[src/rtl/pingpong_pkg.sv]
// pingpong_pkg: types and constants shared by the pingpong game's counters and display.
//   CNT_W          width of the count buses (score, timers, display)
//   timer_state_t  countdown_timer FSM encoding
package pingpong_pkg;

    localparam int unsigned CNT_W = 9;

    typedef enum logic [1:0] {
        StIdle = 2'd0,
        StRun  = 2'd1,
        StHold = 2'd2
    } timer_state_t;

endpackage

[src/rtl/countdown_timer_if.sv]
// countdown_timer_if: command/status bundle between the game control FSM (master)
// and countdown_timer (slave).
//   load, load_val  master -> slave  one-cycle load strobe and the value to load
//   start, pause    master -> slave  one-cycle run/resume and freeze strobes
//   cnt_out         slave -> master  current count
//   busy, paused    slave -> master  high in RUN / HOLD
//   done            slave -> master  one-cycle pulse when the count decrements to zero
interface countdown_timer_if #(
    parameter int unsigned WIDTH = pingpong_pkg::CNT_W
);
    logic             load;
    logic [WIDTH-1:0] load_val;
    logic             start;
    logic             pause;
    logic [WIDTH-1:0] cnt_out;
    logic             busy;
    logic             paused;
    logic             done;

    modport master (
        output load, load_val, start, pause,
        input  cnt_out, busy, paused, done
    );

    modport slave (
        input  load, load_val, start, pause,
        output cnt_out, busy, paused, done
    );
endinterface

[src/rtl/tick_prescaler.sv]
// tick_prescaler: enable-gated modulo-PRESCALE counter.
//   clk_i    system clock
//   rst_n_i  synchronous reset, active HIGH (name kept from the system-level bus)
//   en_i     count enable
//   clr_i    synchronous clear, wins over en_i
//   tick_o   combinational, high while enabled at terminal count PRESCALE-1
module tick_prescaler #(
    parameter int unsigned PRESCALE = 50000
) (
    input  logic clk_i,
    input  logic rst_n_i,
    input  logic en_i,
    input  logic clr_i,
    output logic tick_o
);
    // 16 bits covers the full legal PRESCALE range of 1..65535.
    localparam logic [15:0] LastCnt = 16'(PRESCALE - 1);

    logic [15:0] pre_q;
    logic [15:0] pre_d;

    assign tick_o = en_i && (pre_q == LastCnt);

    always_comb begin
        pre_d = pre_q;
        if (clr_i) begin
            pre_d = '0;
        end else if (en_i) begin
            pre_d = tick_o ? '0 : pre_q + 16'd1;
        end
    end

    always_ff @(posedge clk_i) begin
        if (rst_n_i) begin
            pre_q <= '0;
        end else begin
            pre_q <= pre_d;
        end
    end
endmodule

[src/rtl/countdown_timer.sv]
// countdown_timer: loadable, prescaled down-counter with a single-cycle done pulse.
//   clk_i    system clock
//   rst_n_i  synchronous reset, active HIGH
//   bus      countdown_timer_if.slave: load/load_val/start/pause in,
//            cnt_out/busy/paused/done out (all registered)
// Command priority per cycle: reset > load > start > pause > prescaler tick.
module countdown_timer
    import pingpong_pkg::*;
#(
    parameter int unsigned PRESCALE = 50000,
    parameter int unsigned WIDTH    = CNT_W
) (
    input  logic                 clk_i,
    input  logic                 rst_n_i,
    countdown_timer_if.slave     bus
);
    timer_state_t     state_q;
    logic [WIDTH-1:0] cnt_q;
    logic             busy_q;
    logic             paused_q;
    logic             done_q;
    logic             tick;
    logic             pre_clr;

    // A fresh run (or any load) starts a full prescale period; resume from HOLD
    // keeps the partial period.
    assign pre_clr = bus.load || (bus.start && (state_q == StIdle));

    tick_prescaler #(
        .PRESCALE (PRESCALE)
    ) u_tick_prescaler (
        .clk_i   (clk_i),
        .rst_n_i (rst_n_i),
        .en_i    (state_q == StRun),
        .clr_i   (pre_clr),
        .tick_o  (tick)
    );

    always_ff @(posedge clk_i) begin
        if (rst_n_i) begin
            state_q  <= StIdle;
            cnt_q    <= '0;
            busy_q   <= 1'b0;
            paused_q <= 1'b0;
            done_q   <= 1'b0;
        end else begin
            done_q <= 1'b0;
            if (bus.load) begin
                cnt_q <= bus.load_val;
                // Reloading zero while running aborts silently.
                if ((state_q == StRun) && (bus.load_val == '0)) begin
                    state_q <= StIdle;
                    busy_q  <= 1'b0;
                end
            end else if (bus.start && (state_q != StRun)) begin
                // From IDLE a zero count has nothing to run; HOLD always resumes.
                if ((state_q == StHold) || (cnt_q != '0)) begin
                    state_q  <= StRun;
                    busy_q   <= 1'b1;
                    paused_q <= 1'b0;
                end
            end else if (bus.pause && (state_q == StRun)) begin
                // A tick landing on this edge is dropped.
                state_q  <= StHold;
                busy_q   <= 1'b0;
                paused_q <= 1'b1;
            end else if ((state_q == StRun) && tick) begin
                if (cnt_q == WIDTH'(1)) begin
                    cnt_q   <= '0;
                    done_q  <= 1'b1;
                    state_q <= StIdle;
                    busy_q  <= 1'b0;
                end else if (cnt_q != '0) begin
                    cnt_q <= cnt_q - WIDTH'(1);
                end
            end
        end
    end

    assign bus.cnt_out = cnt_q;
    assign bus.busy    = busy_q;
    assign bus.paused  = paused_q;
    assign bus.done    = done_q;
endmodule

[src/flat_wrapper.sv]
// flat-port wrapper written by rule: the top's interface ports become plain ports
module countdown_timer_flat import pingpong_pkg::*;
#(
    parameter int unsigned PRESCALE = 50000,
    parameter int unsigned WIDTH    = CNT_W
)
  (clk_i, rst_n_i, bus_load, bus_load_val, bus_start, bus_pause, bus_cnt_out, bus_busy, bus_paused, bus_done);
  countdown_timer_if #(.WIDTH(WIDTH)) bus_i ();
  input  logic clk_i;
  input  logic rst_n_i;
  input wire logic [$bits(bus_i.load)-1:0] bus_load;
  input wire logic [$bits(bus_i.load_val)-1:0] bus_load_val;
  input wire logic [$bits(bus_i.start)-1:0] bus_start;
  input wire logic [$bits(bus_i.pause)-1:0] bus_pause;
  output wire logic [$bits(bus_i.cnt_out)-1:0] bus_cnt_out;
  output wire logic [$bits(bus_i.busy)-1:0] bus_busy;
  output wire logic [$bits(bus_i.paused)-1:0] bus_paused;
  output wire logic [$bits(bus_i.done)-1:0] bus_done;
  assign bus_i.load = bus_load;
  assign bus_i.load_val = bus_load_val;
  assign bus_i.start = bus_start;
  assign bus_i.pause = bus_pause;
  assign bus_cnt_out = bus_i.cnt_out;
  assign bus_busy = bus_i.busy;
  assign bus_paused = bus_i.paused;
  assign bus_done = bus_i.done;
  countdown_timer #(.PRESCALE(PRESCALE), .WIDTH(WIDTH)) u_core (.clk_i(clk_i), .rst_n_i(rst_n_i), .bus(bus_i));
endmodule
[config.mk]
export PLATFORM = sky130hd
export DESIGN_NAME = countdown_timer_flat
export DESIGN_NICKNAME = d
export VERILOG_FILES = /design/src/rtl/pingpong_pkg.sv /design/src/rtl/countdown_timer_if.sv /design/src/rtl/tick_prescaler.sv /design/src/rtl/countdown_timer.sv /design/src/flat_wrapper.sv
export SDC_FILE = /design/constraint.sdc
export NUM_CORES = 1
export LEC_CHECK = 0
export CORE_MARGIN = 3
export CORE_UTILIZATION = 45
export DETAILED_ROUTE_END_ITERATION = 8
export GPL_ROUTABILITY_DRIVEN = 0
export PLACE_DENSITY = 0.68
export SLEW_MARGIN = 0
export SYNTH_ARGS = -nofsm -noshare
export SYNTH_HDL_FRONTEND = slang
export SYNTH_HIERARCHICAL = 1
export SYNTH_SLANG_ARGS = --single-unit
[constraint.sdc]
create_clock -name clk_i -period 3.1 [get_ports clk_i]
set_input_delay 0.62 -clock clk_i [delete_from_list [all_inputs] [get_ports clk_i]]
set_output_delay 0.62 -clock clk_i [all_outputs]
set_load 0.005 [all_outputs]
==> impl_summary.md <==
Run status
The run finished with clean final reports.

Critical path
STA classifies the critical path startpoint as a flip-flop. The worst path arrival time is between 2 and 3 ns. The worst setup path is captured at a flip-flop. On the critical path, the stage with the largest delay is an instance of sky130_fd_sc_hd__dfxtp_1. The required time at the endpoint of the critical path is 3.29 ns. The highest cell delay on the worst timing path is about 0.39 ns.

The top fanout value on the critical path is 5. The category of the most critical setup path is reg2reg. The signal on the critical path passes through ha_1 -> and4b_1 -> nand4_1 -> inv_1 -> and4bb_4 -> and2_1 -> a21boi_2 -> a22oi_1 -> a21oi_1.

Timing
The worst pin sits at a relative slew slack of 0.6837. The setup TNS after final layout is 0 ns. Clock skew on the completed layout was measured at roughly 0.0033 ns. The minimum setup slack in the final design is 0.7354 ns. The final number of setup-violating endpoints is 0. Setup repair after global routing left no endpoint under its margin. The worst path needs between 2 and 2.5 ns of the cycle, external delays included. The number of slew-limit violations in the final report came to 0. Dividing the final minimum period by the clock period gives 0.7628. The number of hold violations in the final report is 0.

The slew at the pin closest to its max-slew limit is 0.4708 ns. The maximum frequency from static timing analysis is about 420 MHz.

Floorplan
In this run the vertical extent of the chip is a little under 70 µm. The initial cell density of the core is 0.4873. The width of the chip is 67.52 µm. The initialized floorplan defines 21 standard-cell rows. The floorplan step defined a die boundary enclosing roughly 4600 µm². The number of top-level design ports is 26. The core region is 3495 µm².

Synthesis
The synthesized design contains 0 enable-type register cells. The flop and latch count out of synthesis is 29. In the post-synthesis netlist, the biggest area contributors are sky130_fd_sc_hd__dfxtp_1 (34%), sky130_fd_sc_hd__xnor2_1 (4.6%), sky130_fd_sc_hd__nor2_1 (4.2%), sky130_fd_sc_hd__xor2_1 (4.1%), sky130_fd_sc_hd__nand4_1 (3.7%). In the synthesized netlist the async set-or-reset flop fraction comes to 0.

The sequential fraction of the synthesis area is 0.3409. The number of cells produced by synthesis is 192. For this run, the number of Yosys warnings is 6. The most common cell in the synthesized netlist is sky130_fd_sc_hd__dfxtp_1.

The average footprint of a synthesized cell is 8.869 µm². In the synthesized netlist the dominant register cell turns out to be sky130_fd_sc_hd__dfxtp_1. The area fraction of the dominant cell type after synthesis is 0.3409. The number of nets handed over by synthesis was between 200 and 250.

The synthesized design spends more area on one cell type than any other, namely sky130_fd_sc_hd__dfxtp_1. The count of cell types in the netlist is 56. The mapped netlist covers 1703 µm². In the synthesized netlist, the cells that appear most often are sky130_fd_sc_hd__dfxtp_1 (29), sky130_fd_sc_hd__nor2_1 (19), sky130_fd_sc_hd__nand2_1 (12), sky130_fd_sc_hd__nand4_1 (10), sky130_fd_sc_hd__xnor2_1 (9).

Power
The part of the total power dissipated in sequential elements is 0.431. The share of total power dissipated in the clock network is 0.439. The part of the total power dissipated in combinational logic is 0.130. The switching power as a share of total power is 0.2354. The internal portion of the total power is ~700 µW. VDD sags by at most between 0.2 and 0.25 mV. The leakage power figure is between 0.7 and 0.8 nW. In this run the power density over the cells is 440.6 nW/µm². The net switching component of the power is roughly 220 µW.

Route
In this run the remaining antenna-violating nets after routing total 0. The routed wirelength normalized by instance count is 15.53 µm. The number of DRC markers after the initial detailed-route iteration is 139. The final wirelength is 4.115 mm. The routed layout has 1,561 vias. The number of iterations in the first detailed-routing pass is 4. The detailed-route DRC error count is 0. In the routed layout, each cell is associated on average with a via count of a little under 6.

CTS
TritonCTS built the clock tree. After clock tree synthesis, the setup repair step added 0 buffers. The cell at the root of the clock tree is sky130_fd_sc_hd__clkbuf_8.

The number of instances resized during post-cts repair is 0. The clock transition time at the flip-flop clock pins of the worst setup and hold paths is 0.06 ns. The number of buffers created by CTS is 5.

For this design, the CTS-stage hold fixing added 0 buffers. The clock tree synthesis step divided the H-tree into 2 levels. The number of sinks driven by the clock tree is 29. The insertion delay of the later-clocked pin in the worst-skew pair is 0.27 ns. The clock tree buffer depth is 2.

Global routing
The first global-routing pass estimated around 7.0 mm of wire. The number of global-route vias before repair is 1,499. The total global routing track utilization is 0.2014. The final global-route overflow total is 0. The pin count of the biggest net entering global routing is 16. The number of antenna violations at the first check in global routing came to 0.

Final layout
Measured on the finished design, the core utilization comes to 0.5965. Compared with the post-synthesis result, the final layout area differs by 22.41%. The multi-input combinational cells in the finished layout cover a total of 1042 µm². Excluding fillers, the count of instances in the completed layout stands at 265.

The repair_antennas step left the layout with diodes totalling 0. The finished cells cover 2085 µm². The net total in the final layout is 236.

The layout has 321 filler cells. The total area of sequential cells is 580.6 µm². The share of layout cells above drive strength 1 is 0.1096.

Placement
In this run, placement finished with an instance count of between 200 and 300. The HPWL after detailed placement is 2.980 mm. Summing all placed instances gives a cell area of ~2000 µm². The placement-stage worst setup slack is between 0.4 and 0.5 ns. The port buffer count is 25.

Min path
The min-delay analysis places its worst path in the category reg2reg.

Flow run
The count of maximum capacitance violations is 0.
critical path: cells and delay by family (launching register included):
kind            cells  cell delay [ns]
simple gates        4             0.88
compound gates      3             0.61
flops               1             0.39
fa+ha+maj           1             0.23
buf+inv             1             0.16
state kept, by name, summed over array words and instances, names as in the netlist:
name and flops:
u_core/bus.cnt_out 9, u_core/bus.done 1, u_core/bus.paused 1, u_core/state_q 2, u_core/u_tick_prescaler/pre_q 16
metal layers:
layer / up-vias / routed length [µm] / GRT usage
met5: - / 0 / 0
met4: 0 / 38 / 0.05823
met3: 6 / 237 / 0.05657
met2: 61 / 1877 / 0.3050
met1: 733 / 1961 / 0.2765
li1: 761 / - / -
power groups by stage:
stage	combinational (mW)	clock, mW	sequential (mW)
detailed placement	0.118	0	0.404
global placement	0.117	0	0.404
global route	0.131	0.436	0.397
floorplan	0.0728	0	0.400
finish	0.120	0.403	0.396
CTS	0.118	0.413	0.395
metrics by stage:
step	power (mW)	hold WS [ns]
after floorplan	0.4729	0.4824
after global placement	0.5204	0.4893
after detailed placement	0.5213	0.4896
after CTS	0.9273	0.5019
after global routing	0.9643	0.5245
final	0.9185	0.5009
placed cells by master (no fill, tap or decap), types with 2 or more instances in the layout:
cell and instances:
sky130_fd_sc_hd__dfxtp_1 29, sky130_fd_sc_hd__clkdlybuf4s50_1 25, sky130_fd_sc_hd__nor2_1 19, sky130_fd_sc_hd__nand2_1 12, sky130_fd_sc_hd__nand4_1 10, sky130_fd_sc_hd__xnor2_1 9, sky130_fd_sc_hd__inv_1 8, sky130_fd_sc_hd__nand3_1 8
sky130_fd_sc_hd__xor2_1 8, sky130_fd_sc_hd__clkbuf_8 6, sky130_fd_sc_hd__nor4_1 5, sky130_fd_sc_hd__nor3_1 5, sky130_fd_sc_hd__nor2b_1 4, sky130_fd_sc_hd__a22oi_1 4, sky130_fd_sc_hd__a31oi_1 4, sky130_fd_sc_hd__ha_1 4
sky130_fd_sc_hd__nor4_2 4, sky130_fd_sc_hd__and2_1 3, sky130_fd_sc_hd__a21oi_1 3, sky130_fd_sc_hd__o21ai_0 3, sky130_fd_sc_hd__and4_1 3, sky130_fd_sc_hd__nor2_2 3, sky130_fd_sc_hd__nand2_2 2, sky130_fd_sc_hd__nand2b_1 2
sky130_fd_sc_hd__mux2i_1 2, sky130_fd_sc_hd__and3_1 2
worst paths after layout:
check        depth (start not counted)                                     startpoint                                 end  slack (ns)
min reg2reg                          2                 u_core/bus.paused$_SDFFE_PP0P_      u_core/bus.paused$_SDFFE_PP0P_        0.50
max                                  9  u_core/u_tick_prescaler/pre_q[0]$_SDFFE_PP0P_  u_core/bus.cnt_out[5]$_SDFFE_PP0P_        0.74
max reg2reg                          9  u_core/u_tick_prescaler/pre_q[0]$_SDFFE_PP0P_  u_core/bus.cnt_out[5]$_SDFFE_PP0P_        0.74
min                                  2                 u_core/bus.paused$_SDFFE_PP0P_      u_core/bus.paused$_SDFFE_PP0P_        0.50
cells by family (layout without fill, tap and decap cells):
logic type               Yosys count  after routing  synth area share
AND/OR/NAND/NOR                   92             92            0.3395
AO/OA/AOI/OAI                     33             33            0.1440
flip-flops                        29             29            0.3409
XOR/XNOR                          17             17           0.08744
buffers and inverters             15             42           0.04702
adder cells (fa/ha/maj)            4              4           0.02939
multiplexers                       2              2           0.01176
final cells by class:
cell class	count	share of cell area
repair buffers	26	0.1236
clock buffers	7	0.04142
flip-flops and latches	29	0.2785
clock inverters	1	0.01441
well taps	46	0.02761
inverters	8	0.01441
multi-input cells	148	0.5000
Power figures use the tool's default switching activity.
